## src/rtl/shift_reg_univ_pkg.sv

```systemverilog
// Shared mode encodings and parameter helpers for the universal shift register.
package shift_reg_univ_pkg;

    localparam logic [1:0] MODE_HOLD       = 2'b00;
    localparam logic [1:0] MODE_SHIFT_UP   = 2'b01;
    localparam logic [1:0] MODE_SHIFT_DOWN = 2'b10;
    localparam logic [1:0] MODE_LOAD       = 2'b11;

    // Ceiling log2, usable in parameter defaults; clog2(1) is 0.
    function automatic int clog2(input int n);
        int r;
        r = 0;
        while ((1 << r) < n) r++;
        return r;
    endfunction

endpackage

```

## src/rtl/shift_reg_univ_if.sv

```systemverilog
// Control, data and status bundle for shift_reg_univ; the register side uses the slave modport.
interface shift_reg_univ_if
    import shift_reg_univ_pkg::*;
#(
    parameter int WIDTH = 8,
    parameter int DEPTH = 8,
    parameter int TAP_W = clog2(DEPTH),
    parameter int CNT_W = clog2(DEPTH + 1)
);

    logic                     i_clr;
    logic [1:0]               i_mode;
    logic [WIDTH-1:0]         i_din;
    logic [WIDTH*DEPTH-1:0]   i_pdata;
    logic [TAP_W-1:0]         i_tap_sel;
    logic [WIDTH-1:0]         o_dout;
    logic [WIDTH-1:0]         o_dout_lo;
    logic [WIDTH-1:0]         o_tap;
    logic [WIDTH*DEPTH-1:0]   o_pdata;
    logic [CNT_W-1:0]         o_fill;
    logic                     o_full;

    modport master (
        output i_clr, i_mode, i_din, i_pdata, i_tap_sel,
        input  o_dout, o_dout_lo, o_tap, o_pdata, o_fill, o_full
    );

    modport slave (
        input  i_clr, i_mode, i_din, i_pdata, i_tap_sel,
        output o_dout, o_dout_lo, o_tap, o_pdata, o_fill, o_full
    );

endinterface

```

## src/rtl/shift_reg_univ_sat_counter.sv

```systemverilog
// Saturating up-counter with a jump-to-max input and a registered at-max flag.
module sat_counter #(
    parameter int WIDTH = 4,
    parameter int MAX   = 8
) (
    input  logic             i_clk,
    input  logic             i_rst,
    input  logic             i_inc,
    input  logic             i_set,
    output logic [WIDTH-1:0] o_count,
    output logic             o_max
);

    localparam logic [WIDTH-1:0] MAX_V = WIDTH'(MAX);

    logic [WIDTH-1:0] count_nxt;

    always_comb begin
        count_nxt = o_count;
        if (i_set)
            count_nxt = MAX_V;
        else if (i_inc && (o_count != MAX_V))
            count_nxt = o_count + WIDTH'(1);
    end

    // The flag follows the next count so it rises on the same edge the count reaches MAX.
    always_ff @(posedge i_clk) begin
        if (i_rst) begin
            o_count <= '0;
            o_max   <= 1'b0;
        end else begin
            o_count <= count_nxt;
            o_max   <= (count_nxt == MAX_V);
        end
    end

endmodule

```

## src/rtl/shift_reg_univ.sv

```systemverilog
// Multi-lane universal shift register: hold, shift up/down, parallel load, tap mux and fill count.
module shift_reg_univ
    import shift_reg_univ_pkg::*;
#(
    parameter int WIDTH = 8,
    parameter int DEPTH = 8,
    parameter int TAP_W = clog2(DEPTH),
    parameter int CNT_W = clog2(DEPTH + 1)
) (
    input logic            i_clk,
    input logic            i_rst,
    shift_reg_univ_if.slave bus
);

    logic [WIDTH-1:0] stage [DEPTH];
    logic [TAP_W-1:0] tap_sel;
    logic             clear;
    logic             shift;
    logic             load;

    assign clear   = i_rst | bus.i_clr;
    assign shift   = (bus.i_mode == MODE_SHIFT_UP) || (bus.i_mode == MODE_SHIFT_DOWN);
    assign load    = (bus.i_mode == MODE_LOAD);
    assign tap_sel = bus.i_tap_sel;

    always_ff @(posedge i_clk) begin
        if (clear) begin
            for (int k = 0; k < DEPTH; k++) stage[k] <= '0;
        end else begin
            case (bus.i_mode)
                MODE_SHIFT_UP: begin
                    for (int k = 1; k < DEPTH; k++) stage[k] <= stage[k-1];
                    stage[0] <= bus.i_din;
                end
                MODE_SHIFT_DOWN: begin
                    for (int k = 0; k < DEPTH - 1; k++) stage[k] <= stage[k+1];
                    stage[DEPTH-1] <= bus.i_din;
                end
                MODE_LOAD: begin
                    for (int k = 0; k < DEPTH; k++) stage[k] <= bus.i_pdata[k*WIDTH +: WIDTH];
                end
                default: ;
            endcase
        end
    end

    sat_counter #(
        .WIDTH (CNT_W),
        .MAX   (DEPTH)
    ) u_fill (
        .i_clk   (i_clk),
        .i_rst   (clear),
        .i_inc   (shift),
        .i_set   (load),
        .o_count (bus.o_fill),
        .o_max   (bus.o_full)
    );

    assign bus.o_dout    = stage[DEPTH-1];
    assign bus.o_dout_lo = stage[0];

    always_comb begin
        bus.o_pdata = '0;
        for (int k = 0; k < DEPTH; k++) bus.o_pdata[k*WIDTH +: WIDTH] = stage[k];
    end

    // Out-of-range selects (possible when DEPTH is not a power of two) read as zero.
    always_comb begin
        bus.o_tap = '0;
        if (int'(tap_sel) < DEPTH) bus.o_tap = stage[tap_sel];
    end

endmodule
```

## src/flat_wrapper.sv

```systemverilog
// flat-port wrapper written by rule: the top's interface ports become plain ports
module shift_reg_univ_flat import shift_reg_univ_pkg::*;
#(
    parameter int WIDTH = 8,
    parameter int DEPTH = 8,
    parameter int TAP_W = clog2(DEPTH),
    parameter int CNT_W = clog2(DEPTH + 1)
)
  (i_clk, i_rst, bus_i_clr, bus_i_mode, bus_i_din, bus_i_pdata, bus_i_tap_sel, bus_o_dout, bus_o_dout_lo, bus_o_tap, bus_o_pdata, bus_o_fill, bus_o_full);
  shift_reg_univ_if #(.WIDTH(WIDTH), .DEPTH(DEPTH), .TAP_W(TAP_W), .CNT_W(CNT_W)) bus_i ();
  input logic i_clk;
  input logic i_rst;
  input wire logic [$bits(bus_i.i_clr)-1:0] bus_i_clr;
  input wire logic [$bits(bus_i.i_mode)-1:0] bus_i_mode;
  input wire logic [$bits(bus_i.i_din)-1:0] bus_i_din;
  input wire logic [$bits(bus_i.i_pdata)-1:0] bus_i_pdata;
  input wire logic [$bits(bus_i.i_tap_sel)-1:0] bus_i_tap_sel;
  output wire logic [$bits(bus_i.o_dout)-1:0] bus_o_dout;
  output wire logic [$bits(bus_i.o_dout_lo)-1:0] bus_o_dout_lo;
  output wire logic [$bits(bus_i.o_tap)-1:0] bus_o_tap;
  output wire logic [$bits(bus_i.o_pdata)-1:0] bus_o_pdata;
  output wire logic [$bits(bus_i.o_fill)-1:0] bus_o_fill;
  output wire logic [$bits(bus_i.o_full)-1:0] bus_o_full;
  assign bus_i.i_clr = bus_i_clr;
  assign bus_i.i_mode = bus_i_mode;
  assign bus_i.i_din = bus_i_din;
  assign bus_i.i_pdata = bus_i_pdata;
  assign bus_i.i_tap_sel = bus_i_tap_sel;
  assign bus_o_dout = bus_i.o_dout;
  assign bus_o_dout_lo = bus_i.o_dout_lo;
  assign bus_o_tap = bus_i.o_tap;
  assign bus_o_pdata = bus_i.o_pdata;
  assign bus_o_fill = bus_i.o_fill;
  assign bus_o_full = bus_i.o_full;
  shift_reg_univ #(.WIDTH(WIDTH), .DEPTH(DEPTH), .TAP_W(TAP_W), .CNT_W(CNT_W)) u_core (.i_clk(i_clk), .i_rst(i_rst), .bus(bus_i));
endmodule
```

## config.mk

```make
export PLATFORM = sky130hd
export DESIGN_NAME = shift_reg_univ_flat
export DESIGN_NICKNAME = d
export VERILOG_FILES = /design/src/rtl/shift_reg_univ_pkg.sv /design/src/rtl/shift_reg_univ_if.sv /design/src/rtl/shift_reg_univ_sat_counter.sv /design/src/rtl/shift_reg_univ.sv /design/src/flat_wrapper.sv
export SDC_FILE = /design/constraint.sdc
export NUM_CORES = 1
export LEC_CHECK = 0
export BUFFER_PORTS_ARGS = -buffer_cell sky130_fd_sc_hd__buf_4
export CAP_MARGIN = 20
export CORE_MARGIN = 2
export CORE_UTILIZATION = 54
export DETAILED_ROUTE_END_ITERATION = 7
export PLACE_DENSITY_LB_ADDON = 0.1
export SLEW_MARGIN = 10
export SYNTH_ARGS = -nofsm -noshare
export SYNTH_HDL_FRONTEND = slang
export SYNTH_SLANG_ARGS = --single-unit
```

## constraint.sdc

```tcl
create_clock -name i_clk -period 3.19 [get_ports i_clk]
set_input_delay 0.319 -clock i_clk [delete_from_list [all_inputs] [get_ports i_clk]]
set_output_delay 0.319 -clock i_clk [all_outputs]
set_load 0.02 [all_outputs]
```

# After elaboration in Yosys (flattened, before gate mapping)
# Memories as Yosys holds them, arrays and structs flattened.
# Index checks and enable logic that the tools add are counted.
# word_totals
output_inout_bits,93
elab_cells,73
ff_bits,5
n_memories,1
ramBits,64
inputBits,80
# memory_table
memory,depth,word_bits,read_ports,rd_ports_with_merged_regs,write_ports,line,text
u_core.stage,8,8,9,0,8,shift_reg_univ.sv:15,logic [WIDTH-1:0] stage [DEPTH];
# classes
n_reduce_logical,2
add_sub_neg,1
n_mux,37
n_eq_ne,5
bitwise,25
# ops
operator,count
$mux 8,24
$or 1x1->1,25
$mux 1,11
$mux 4,2
$add 4x1->4 const B,1
$eq 2x2->1 const B,2
$eq 4x4->1 const B,1
$ne 4x4->1 const B,1
$eq 2x1->1 const B,1
$logic_and 1x1->1,1
$logic_or 1x1->1,1

# Depth between registers and ports, before layout
# Gate-level depths: netlist of run 1.
# depth
word_depth,7
ltp_mapped,9
mapped_depth_nobuf,5

# Hierarchy
# Synthesis of run 1 repeated with hierarchy kept, for this count alone.
# hier_totals
hier_cells,376
area_unflattened_um2,4511.8
# modules_own_cells
module,seq_area_each_um2,cells_each,area_each_um2,instances
shift_reg_univ,1921.8,347,4251.6,1
sat_counter,100.1,29,260.2,1

# Worst setup path before layout of run 1
# Ideal clock, no wire load.
# synth_path
path_kind,input port to flip-flop
start,input port bus_i_mode[0]
end,"memory u_core.stage[2][0], enable pin"
t_required_ns,2.826
t_arrival_ns,1.786
slack_ns,1.040
path_buffers,2
stages,7
setup_ns,0.364
path_cell_list,inv_1 ha_1 or2_2 buf_2 buf_1 nor2_1 nand2_1
# synth_rtl
element,line,text
start: declaration,flat_wrapper.sv:14,input wire logic [$bits(bus_i.i_mode)-1:0] bus_i_mode;
end: declaration,shift_reg_univ.sv:15,

==> impl_results.md, run 1 <==
* Clock Sinks at 69
* Cell variety after synth at 43
* Routed WL at approximately 13000 um
* Period minus WS final at approximately 2.1 ns
* Sequential fraction of the synthesis area at 0.451
* Largest family of logic cells by synthesized area: multiplexers
* Worst path max stage delay at about 0.53 ns
* Vias per cell at between 6 and 7
* Clock slew at reported path FFs at ~0.070 ns
* Syn Std Cell Area at 4480 sq um
* EDFF count, synth at between 60 and 70
* CTS tree: done
* M3 GR Usage at 0.0458
* Unrepaired setup endpoints after global routing: no
* Htree depth at 3
* Status: complete, no violations
* Top cells by area, synth: edfxtp_1 43%, mux2i_1 8.9%, mux4_2 8.0%
* Routability Congestion at around 0.87
* Yosys reg bits at 69
* Compound-Gate Fraction of Synth Area at 0.136
* DR vias at 3967
* GR Layer Usage met2 at 0.451
* Syn nets at 486
* Final setup vio count at 0
* 1st-iter DRT viols at a little over 300
* Critical Path Sink Type: primary output
* CP cell instances: mux4_2 -> mux2_2 -> buf_4
* Sum Neg Setup Slack at 0 ns
* Avg Inst Size Synth at ~11 sq um
* Num CTS Buffers at 9
* Post-Syn Instances at roughly 400
* Adder-Cell Fraction of Synth Area at 0.0140
* Hold buffer count at CTS at 0
* Leak Pwr at roughly 2.5 nW
* Nets at between 600 and 700
* Fraction of layout cells with a size suffix above 1 at 0.431
* Fin crit share at 0.672
* Max_cap viols at 0
* Grt ovf at 0
* Pwr/cell area at 396 nW/um^2
* CTS max path bufs at 2
* DRC violations left at 0
* CP required at approximately 2.9 ns
* Met1 GRT Util at 0.421
* Arr. time, crit path at between 1.5 and 2 ns
* GRT Total Usage at 0.291
* Number of global-route vias before repair at about 3600
* Slowest-stage cell, CP: mux4_2
* Core area at approximately 8100 sq um
* Hpwl dp at 9960 um
* Highest net fanout along the worst path at 4
* Most common cell in the netlist: edfxtp_1
* Ys flop type: edfxtp_1
* Wire per inst at 20.1 um
* Fin. Hold Viols at 0
* Root buf cell: clkbuf_8
* Yosys top cell by area: edfxtp_1
* Initial antenna violation count at 0
* Die H at approximately 95 um
* Routed Antenna Nets at 0
* Fillers at roughly 600
* Die area at 9050 sq um
* Post-Synth Simple-Gate Area at 0.128
* Synth async-reset ratio at 0
* Area grow syn2layout at 29.6%
* DRT Pass-1 Iters at 5
* Relative slew slack at 0.296
* Fmax at 0.467 GHz
* Clock Skews at between 0.009 and 0.01 ns
* Commonest cells post-synth: 64 x edfxtp_1, 40 x mux2i_1, 40 x nor2_1, 39 x nand2_1, 30 x o21ai_0
* Finished Core Util at 0.714
* Initial Utilization at 0.551
* Worst Hold Margin at 0.283 ns
* Post-CTS Setup Bufs at 0
* Register area at 2020 sq um
* Mux contribution to synthesized area at 0.192
* DIE WIDTH at between 90 and 100 um
* Port Buf Inserts at 172
* VDD IR max at 0.000227 V
* N_diodes at 0
* Pin count of the biggest net entering global routing at just over 40
* First-pass GRT wire length at 19400 um
* Critical Path Start Type: flip-flop
* Ports at around 170
* Synth top area share at 0.429
* Slew Viols, Final at 0
* CTS resizes at 0
* Critical path class: flip-flop to primary output
* Worst skew pair latency at between 0.3 and 0.4 ns
* Core Rows at 33
* Area share of xor/xnor cells in the synthesized design at 0.00195
* Area of the multi-input gates at 2130 sq um
* Hold WC Path Type: input pin to flip-flop
* Slew @ Worst Pin at 1.06 ns
* Layer with the highest usage: met2
* Yosys warnings at 0
-- critical path, delay by kind of cell, from the launching register on --
family | cells | cell delay, ns
multiplexers | 2 | 0.83
buffers and inverters | 1 | 0.16
flip-flops | 1 | 0.48
-- area by class of cell --
cell class	instances	share of cell area
clock buffers	9	0.0213
clock inverters	7	0.00560
inverters	6	0.00388
multi-input cells	277	0.366
flip-flops and latches	69	0.348
well taps	105	0.0226
repair buffers	180	0.233
-- sequential cells by signal (all words and copies together), names as in the netlist --
name                   count
u_core.stage              64
u_core.u_fill.o_count      4
u_core.u_fill.o_max        1
-- metal layers --
metal	share of wire	routed length (um)
met5	0	0
met4	0.015	195
met3	0.11	1390
met2	0.47	6170
met1	0.41	5360
-- where the power goes --
| part | internal, mW | switching (mW) |
|---|---|---|
| clock network | 0.270 | 0.338 |
| logic | 0.266 | 0.293 |
| registers | 1.05 | 0.0776 |
-- kinds of logic after synthesis --
logic type | after synthesis
and+or+nand+nor | 115
AOI/OAI and AO/OA | 91
DFF | 69
muxes | 65
buffers and inverters | 55
adders and majority gates | 5
xor gates and xnor gates | 1
-- stage by stage --
step	instance area, sq um	instances	power [mW]	setup slack [ns]
floorplan	4480	401	1.45	1.04
global placement	5650	637	1.69	0.784
detailed placement	5650	637	1.71	0.708
CTS	5810	653	2.29	1.06
global route	5810	653	2.38	0.937
finish	5810	653	2.30	1.05
-- placed cells by master, fill, tap and decap left out, drive strengths merged, types with 2 or more instances in the layout --
master,n
clkbuf,9
a211oi,8
o21ai,36
a221oi,8
edfxtp,64
nor3b,3
nor3,2
nor2,42
or3b,2
nand2,39
dfxtp,5
buf,180
ha,5
a21oi,20
nor4b,2
nand3,2
inv,6
mux2,9
mux2i,40
clkinv,7
and2,16
mux4,16
a32oi,16
-- path summary, 6_finish.rpt --
| kind | from | endpoint | slack [ns] | depth (start not counted) |
|---|---|---|---|---|
| worst max register to register | u_core.u_fill.o_count[0]$_SDFF_PP0_ | u_core.u_fill.o_max$_SDFF_PP0_ | 1.44 | 5 |
| worst min-delay path | bus_i_pdata[44] | u_core.stage[5][4]$_DFFE_PP_ | 0.28 | 3 |
| worst min register to register | u_core.u_fill.o_count[1]$_SDFF_PP0_ | u_core.u_fill.o_count[1]$_SDFF_PP0_ | 0.60 | 2 |
| worst max-delay path | u_core.stage[1][5]$_SDFFCE_PP0P_ | bus_o_tap[5] | 1.05 | 3 |
No activity file was read; power rests on OpenSTA's default activity.
==> run 2, diff against run 1 <==
--- a/config.mk
+++ b/config.mk
@@ -8,7 +8,7 @@
 export BUFFER_PORTS_ARGS = -buffer_cell sky130_fd_sc_hd__buf_4
 export CAP_MARGIN = 20
 export CORE_MARGIN = 2
-export CORE_UTILIZATION = 54
+export CORE_UTILIZATION = 45
 export DETAILED_ROUTE_END_ITERATION = 7
 export PLACE_DENSITY_LB_ADDON = 0.1
 export SLEW_MARGIN = 10
==> constraint.sdc (replaced) <==
create_clock -name i_clk -period 1.85 [get_ports i_clk]
set_input_delay 0.185 -clock i_clk [delete_from_list [all_inputs] [get_ports i_clk]]
set_output_delay 0.185 -clock i_clk [all_outputs]
set_load 0.02 [all_outputs]
==> impl_results.md, run 2 (same netlist as run 1, synthesis figures left out) <==
* Status: finished, violations left
* Failing checks: setup timing
* Arr. time, crit path at 1.72 ns (-0.10 ns)
* Critical Path Start Type: flip-flop
* Most frequent cells in the layout: 250 x buf_4, 64 x edfxtp_1, 40 x mux2i_1
* Most common cell after layout, fill and taps aside: buf_4
* Fillers at 788 (+29%)
* VDD IR max at 0.000399 V (+76%)
* 1st-iter DRT viols at 227 (-26%)
* Period minus WS final at approximately 1.9 ns
* Pre-CTS setup slack at 0.0135 ns (-0.695 ns)
* Number of global-route vias before repair at 4385 (+22%)
* Worst path max stage delay at 0.52 ns (about the same)
* Die area at 10800 sq um (+19%)
* Slew Viols, Final at 0 (unchanged)
* Clock Skews at 0.0120 ns (+0.00257 ns)
* CTS max path bufs at 2 (unchanged)
* Nets at 711 (+13%)
* Wire per inst at 19.2 um (-4.3%)
* Relative slew slack at 0.455 (+0.159)
* Num CTS Buffers at 9 (unchanged)
* CP required at 1.66 ns (-1.21 ns)
* Core Rows at 36 (+9.1%)
* Fraction of layout cells with a size suffix above 1 at 0.509 (+0.0781)
* Initial antenna violation count at 0 (unchanged)
* Pwr/cell area at 673 nW/um^2 (+70%)
* Finished Core Util at 0.683 (-0.0311)
* Leak Pwr at 3.00 nW (+20%)
* Hold buffer count at CTS at 0 (unchanged)
* Initial Utilization at 0.461 (-0.0904)
* Clock slew at reported path FFs at 0.09 ns (+0.02 ns)
* Hpwl dp at 10600 um (+6.1%)
* Top reg by flops: u_core.stage
* Ports at 173 (unchanged)
* Fmax at approximately 0.53 GHz
* Area grow syn2layout at 48.3%
* Critical Path Sink Type: primary output
* Fin. Hold Viols at 0 (unchanged)
* Core area at 9730 sq um (+20%)
* N_diodes at 0 (unchanged)
* DR vias at 4240 (+6.9%)
* Routed Antenna Nets at 0 (unchanged)
* Routed WL at 14700 um (+12%)
* CTS tree: done
* Overall Power at 4.48 mW (+95%)
* Pin count of the biggest net entering global routing at 37 (-9.8%)
* Critical path class: flip-flop to primary output
* Min setup slack post-route at -0.0501 ns (-1.10 ns)
* Vias per cell at 5.55 (-8.6%)
* Routability Congestion at 0.877 (+0.38%)
* Die H at 104 um (+9.1%)
* Unrepaired setup endpoints after global routing: yes
* GRT Total Usage at 0.269 (-0.0214)
* Largest regs: u_core.stage (64), u_core.u_fill.o_count (4), u_core.u_fill.o_max (1)
* Highest net fanout along the worst path at 2 (-2)
* First-pass GRT wire length at 22500 um (+16%)
* Slowest-stage cell, CP: mux4_2
* Worst skew pair latency at 0.35 ns (about the same)
* Final setup vio count at 7 (+7)
* Grt ovf at 0 (unchanged)
* DIE WIDTH at 104 um (+9.1%)
* Max FFs per register at 64 (unchanged)
* Root buf cell: clkbuf_8
* DRT Pass-1 Iters at 5 (unchanged)
* Fin crit share at 1.03
* Htree depth at 3 (unchanged)
* Max_cap viols at 0 (unchanged)
* Hold WC Path Type: input pin to flip-flop
* Clock Sinks at 69 (unchanged)
* Port Buf Inserts at 172 (unchanged)
* DRC violations left at 0 (unchanged)
* Slew @ Worst Pin at 0.815 ns (-0.240 ns)
* CP cell instances: mux4_2 -> mux2_4 -> buf_6
## run 2: path summary, 6_finish.rpt
kind	startpoint	endpoint	slack [ns]	cells after the start
worst max-delay path	u_core.stage[0][6]$_DFFE_PP_	bus_o_tap[6]	-0.05	3
worst min-delay path	bus_i_pdata[7]	u_core.stage[0][7]$_DFFE_PP_	0.15	3
worst max register to register	u_core.u_fill.o_count[0]$_SDFF_PP0_	u_core.u_fill.o_max$_SDFF_PP0_	0.19	5
worst min register to register	u_core.u_fill.o_count[1]$_SDFF_PP0_	u_core.u_fill.o_count[1]$_SDFF_PP0_	0.57	2
## run 2: layer usage
metal  routed length [um]  global-route usage  share of wire
met1                 5520               0.315           0.38
met2                 7590               0.475           0.52
met3                 1050              0.0516          0.072
met4                  530               0.127          0.036
met5                    0                   0              0
## run 2: layout make-up
class	instances	area (sq um)	area share
clock buffer	10	128	0.0192
inverter	6	22.5	0.00339
tap	133	166	0.0250
sequential	69	2020	0.304
clock inverter	6	77.6	0.0117
timing repair buffer	263	2070	0.311
multi-input combinational	277	2160	0.325
## run 2: stage by stage
stage | area, sq um | hold WS, ns | setup TNS, ns | instances
2_1_floorplan | 4490 | 0.400 | 0 | 401
3_3_place_gp | 5980 | 0.495 | 0 | 694
3_5_place_dp | 5980 | 0.502 | 0 | 694
4_1_cts | 6620 | 0.145 | -0.196 | 762
5_1_grt | 6650 | 0.151 | -0.443 | 764
6_report | 6650 | 0.153 | -0.184 | 764
## run 2: what timing repair did
item | 4_1_cts | 5_1_grt
buffers inserted | 52 | 2
gates resized for setup | 13 | 3
endpoints found under the setup margin | 8 | 8
cloned | 0 | 0
## run 2: power by group
part	total [mW]	internal, mW	switching (mW)
clock	1.34	0.747	0.591
combinational	1.26	0.634	0.627
sequential	1.88	1.81	0.0640
## run 2: critical path, delay by kind of cell (launching register included)
family   cells  cell delay, ns
mux          2            0.83
flops        1            0.41
buf+inv      1            0.13
==> run 3, diff against run 2 <==
--- a/config.mk
+++ b/config.mk
@@ -8,9 +8,9 @@
 export BUFFER_PORTS_ARGS = -buffer_cell sky130_fd_sc_hd__buf_4
 export CAP_MARGIN = 20
 export CORE_MARGIN = 2
-export CORE_UTILIZATION = 45
+export CORE_UTILIZATION = 50
 export DETAILED_ROUTE_END_ITERATION = 7
-export PLACE_DENSITY_LB_ADDON = 0.1
+export PLACE_DENSITY = 0.92
 export SLEW_MARGIN = 10
 export SYNTH_ARGS = -nofsm -noshare
 export SYNTH_HDL_FRONTEND = slang
==> constraint.sdc (replaced) <==
create_clock -name i_clk -period 2 [get_ports i_clk]
set_input_delay 0.2 -clock i_clk [delete_from_list [all_inputs] [get_ports i_clk]]
set_output_delay 0.2 -clock i_clk [all_outputs]
set_load 0.02 [all_outputs]
==> impl_results.md, run 3 (same netlist as run 1, synthesis figures left out) <==
* Status: finished, violations left
* Failing checks: setup timing
* Area grow syn2layout at 37.5%
* Die area at 9740 sq um (-9.6%)
* Worst skew pair latency at 0.35 ns (about the same)
* Routability Congestion at 0.900 (+2.6%)
* Post-route cell area at 6160 sq um (-7.3%)
* Slew @ Worst Pin at 0.803 ns (-0.0123 ns)
* Register area at 2020 sq um (unchanged)
* Pwr/cell area at 652 nW/um^2 (-3.2%)
* Final setup vio count at 1 (-6)
* Root buf cell: clkbuf_8
* Most frequent cells in the layout: 216 x buf_4, 64 x edfxtp_1, 40 x mux2i_1, 40 x nor2_1, 39 x nand2_1
* Num CTS Buffers at 9 (unchanged)
* N_diodes at 0 (unchanged)
* Unrepaired setup endpoints after global routing: yes
* Worst flop-to-flop path startpoint: u_core.u_fill.o_count[0]$_SDFF_PP0_
* Fin crit share at 1.00
* Most common cell after layout, fill and taps aside: buf_4
* Wire per inst at 21.0 um (+9.3%)
* Relative slew slack at 0.463 (+0.00824)
* Largest regs: u_core.stage (64), u_core.u_fill.o_count (4), u_core.u_fill.o_max (1)
* Max FFs per register at 64 (unchanged)
* Highest net fanout along the worst path at 4 (+2)
* VDD IR max at 0.000378 V (-5.4%)
* Pin count of the biggest net entering global routing at 41 (+11%)
* DRC violations left at 0 (unchanged)
* Clock power frac at 0.307 (+0.008)
* Clock Sinks at 69 (unchanged)
* Switching share of total power at 0.289 (+0.00222)
* Port Buf Inserts at 172 (unchanged)
* Clock Skews at 0.00633 ns (-0.00569 ns)
* Crit path from: u_core.stage[1][4]$_SDFFCE_PP0P_
* Top reg by flops: u_core.stage
* Fraction of layout cells with a size suffix above 1 at 0.468 (-0.0411)
* Register share of total power at 0.448 (+0.029)
* Comb pwr share at 0.245 (-0.037)
* Ports at 173 (unchanged)
* Arr. time, crit path at 1.80 ns (+0.08 ns)
* Leak Pwr at 2.72 nW (-9.3%)
* Nets at 666 (-6.3%)
* Initial Utilization at 0.514 (+0.0533)
* Vias per cell at 6.01 (+8.3%)
* Placed instance area at 5710 sq um (-4.5%)
* Routed Antenna Nets at 0 (unchanged)
* Htree depth at 3 (unchanged)
* 1st-iter DRT viols at 332 (+46%)
* Fmax at ~0.50 GHz
* Critical Path End: bus_o_tap[4]
* Fin. Hold Viols at 0 (unchanged)
* DR vias at 4172 (-1.6%)
* Routed WL at 14600 um (-0.76%)
* Clock slew at reported path FFs at 0.08 ns (about the same)
* R2R setup slack at 0.30 ns (+0.11 ns)
* Grt ovf at 0 (unchanged)
* Fillers at 611 (-22%)
* Period minus WS final at about 2.0 ns
* Die H at 98.7 um (-4.9%)
* CTS tree: done
* Pint at 2.86 mW (-10%)
* Area of the multi-input gates at 2130 sq um (-1.6%)
* CTS max path bufs at 2 (unchanged)
* Core Rows at 34 (-5.6%)
* DIE WIDTH at 98.7 um (-4.9%)
* First-pass GRT wire length at 21300 um (-5.3%)
* Critical path class: flip-flop to primary output
* Reg2Reg Depth at 5 (unchanged)
* GRT Total Usage at 0.284 (+0.0147)
* Hold Path Origin: bus_i_pdata[44]
* DRT Pass-1 Iters at 5 (unchanged)
* Worst Hold Margin at 0.162 ns (+0.00881 ns)
* CP required at 1.80 ns (+0.14 ns)
* Min setup slack post-route at -0.000235 ns (+0.0499 ns)
* Initial antenna violation count at 0 (unchanged)
* Core area at 8720 sq um (-10%)
* Psw at 1.16 mW (-9.5%)
* Number of global-route vias before repair at 4028 (-8.1%)
* Slew Viols, Final at 0 (unchanged)
* Hold WC Path Type: input pin to flip-flop
* Critical Path Sink Type: primary output
* R2R Path End: u_core.u_fill.o_max$_SDFF_PP0_
* Max_cap viols at 0 (unchanged)
* Hpwl dp at 10400 um (-1.9%)
* Critical Path Start Type: flip-flop
-- run 3: repair_timing --
item	CTS	global route
cloned	0	0
hold buffers	0	0
endpoints found under the setup margin	1	8
buffers inserted	1	29
gates resized for setup	0	2
-- run 3: how the worst min path moves through the flow --
stage | endpoint | slack, ns | cells past startpoint
after CTS | u_core.stage[5][5]$_DFFE_PP_ | 0.15 | 3
after global routing | u_core.stage[5][6]$_DFFE_PP_ | 0.17 | 3
after floorplan | u_core.stage[5][0]$_DFFE_PP_ | 0.41 | 2
after global placement | u_core.stage[5][4]$_DFFE_PP_ | 0.50 | 3
final | u_core.stage[5][4]$_DFFE_PP_ | 0.16 | 3
after detailed placement | u_core.stage[5][5]$_DFFE_PP_ | 0.52 | 3
-- run 3: critical path, cell delays in order, from the launching register on --
cell and delay [ns]:
edfxtp_1 0.48, mux4_2 0.53, mux2_2 0.28, buf_4 0.16
-- run 3: per-stage QoR --
stage / power [mW] / setup TNS, ns / setup slack (ns) / util / instances
after floorplan: 2.32 / -0.981 / -0.0307 / - / 401
after global placement: 2.71 / 0 / 0.0417 / 0.655 / 647
after detailed placement: 2.74 / -0.149 / -0.0390 / 0.655 / 647
after CTS: 3.95 / 0 / 0.00397 / 0.679 / 664
after global routing: 4.15 / -0.0380 / -0.0217 / 0.707 / 694
final: 4.02 / -0.000235 / -0.000235 / 0.707 / 694
-- run 3: routing by layer --
metal  vias up  GRT usage  wire (um)
met5         -          0          0
met4         0      0.131        467
met3        47     0.0511       1580
met2       307      0.448       7000
met1      1962      0.385       5530
li1       1856          -          -
-- run 3: area by class of cell --
cell class                      count  share of cell area
Clock inverter                      5              0.0122
Inverter                            6             0.00365
Clock buffer                       11              0.0213
Multi-Input combinational cell    277               0.346
Timing Repair Buffer              218               0.267
Sequential cell                    69               0.328
Tap cell                          108              0.0219
-- run 3: power groups by stage --
stage / Sequential [mW] / Combinational (mW) / Clock, mW
after floorplan: 1.91 / 0.412 / 0
after global placement: 1.83 / 0.886 / 0
after detailed placement: 1.83 / 0.904 / 0
after CTS: 1.80 / 0.912 / 1.23
after global routing: 1.81 / 1.04 / 1.30
final: 1.80 / 0.986 / 1.23
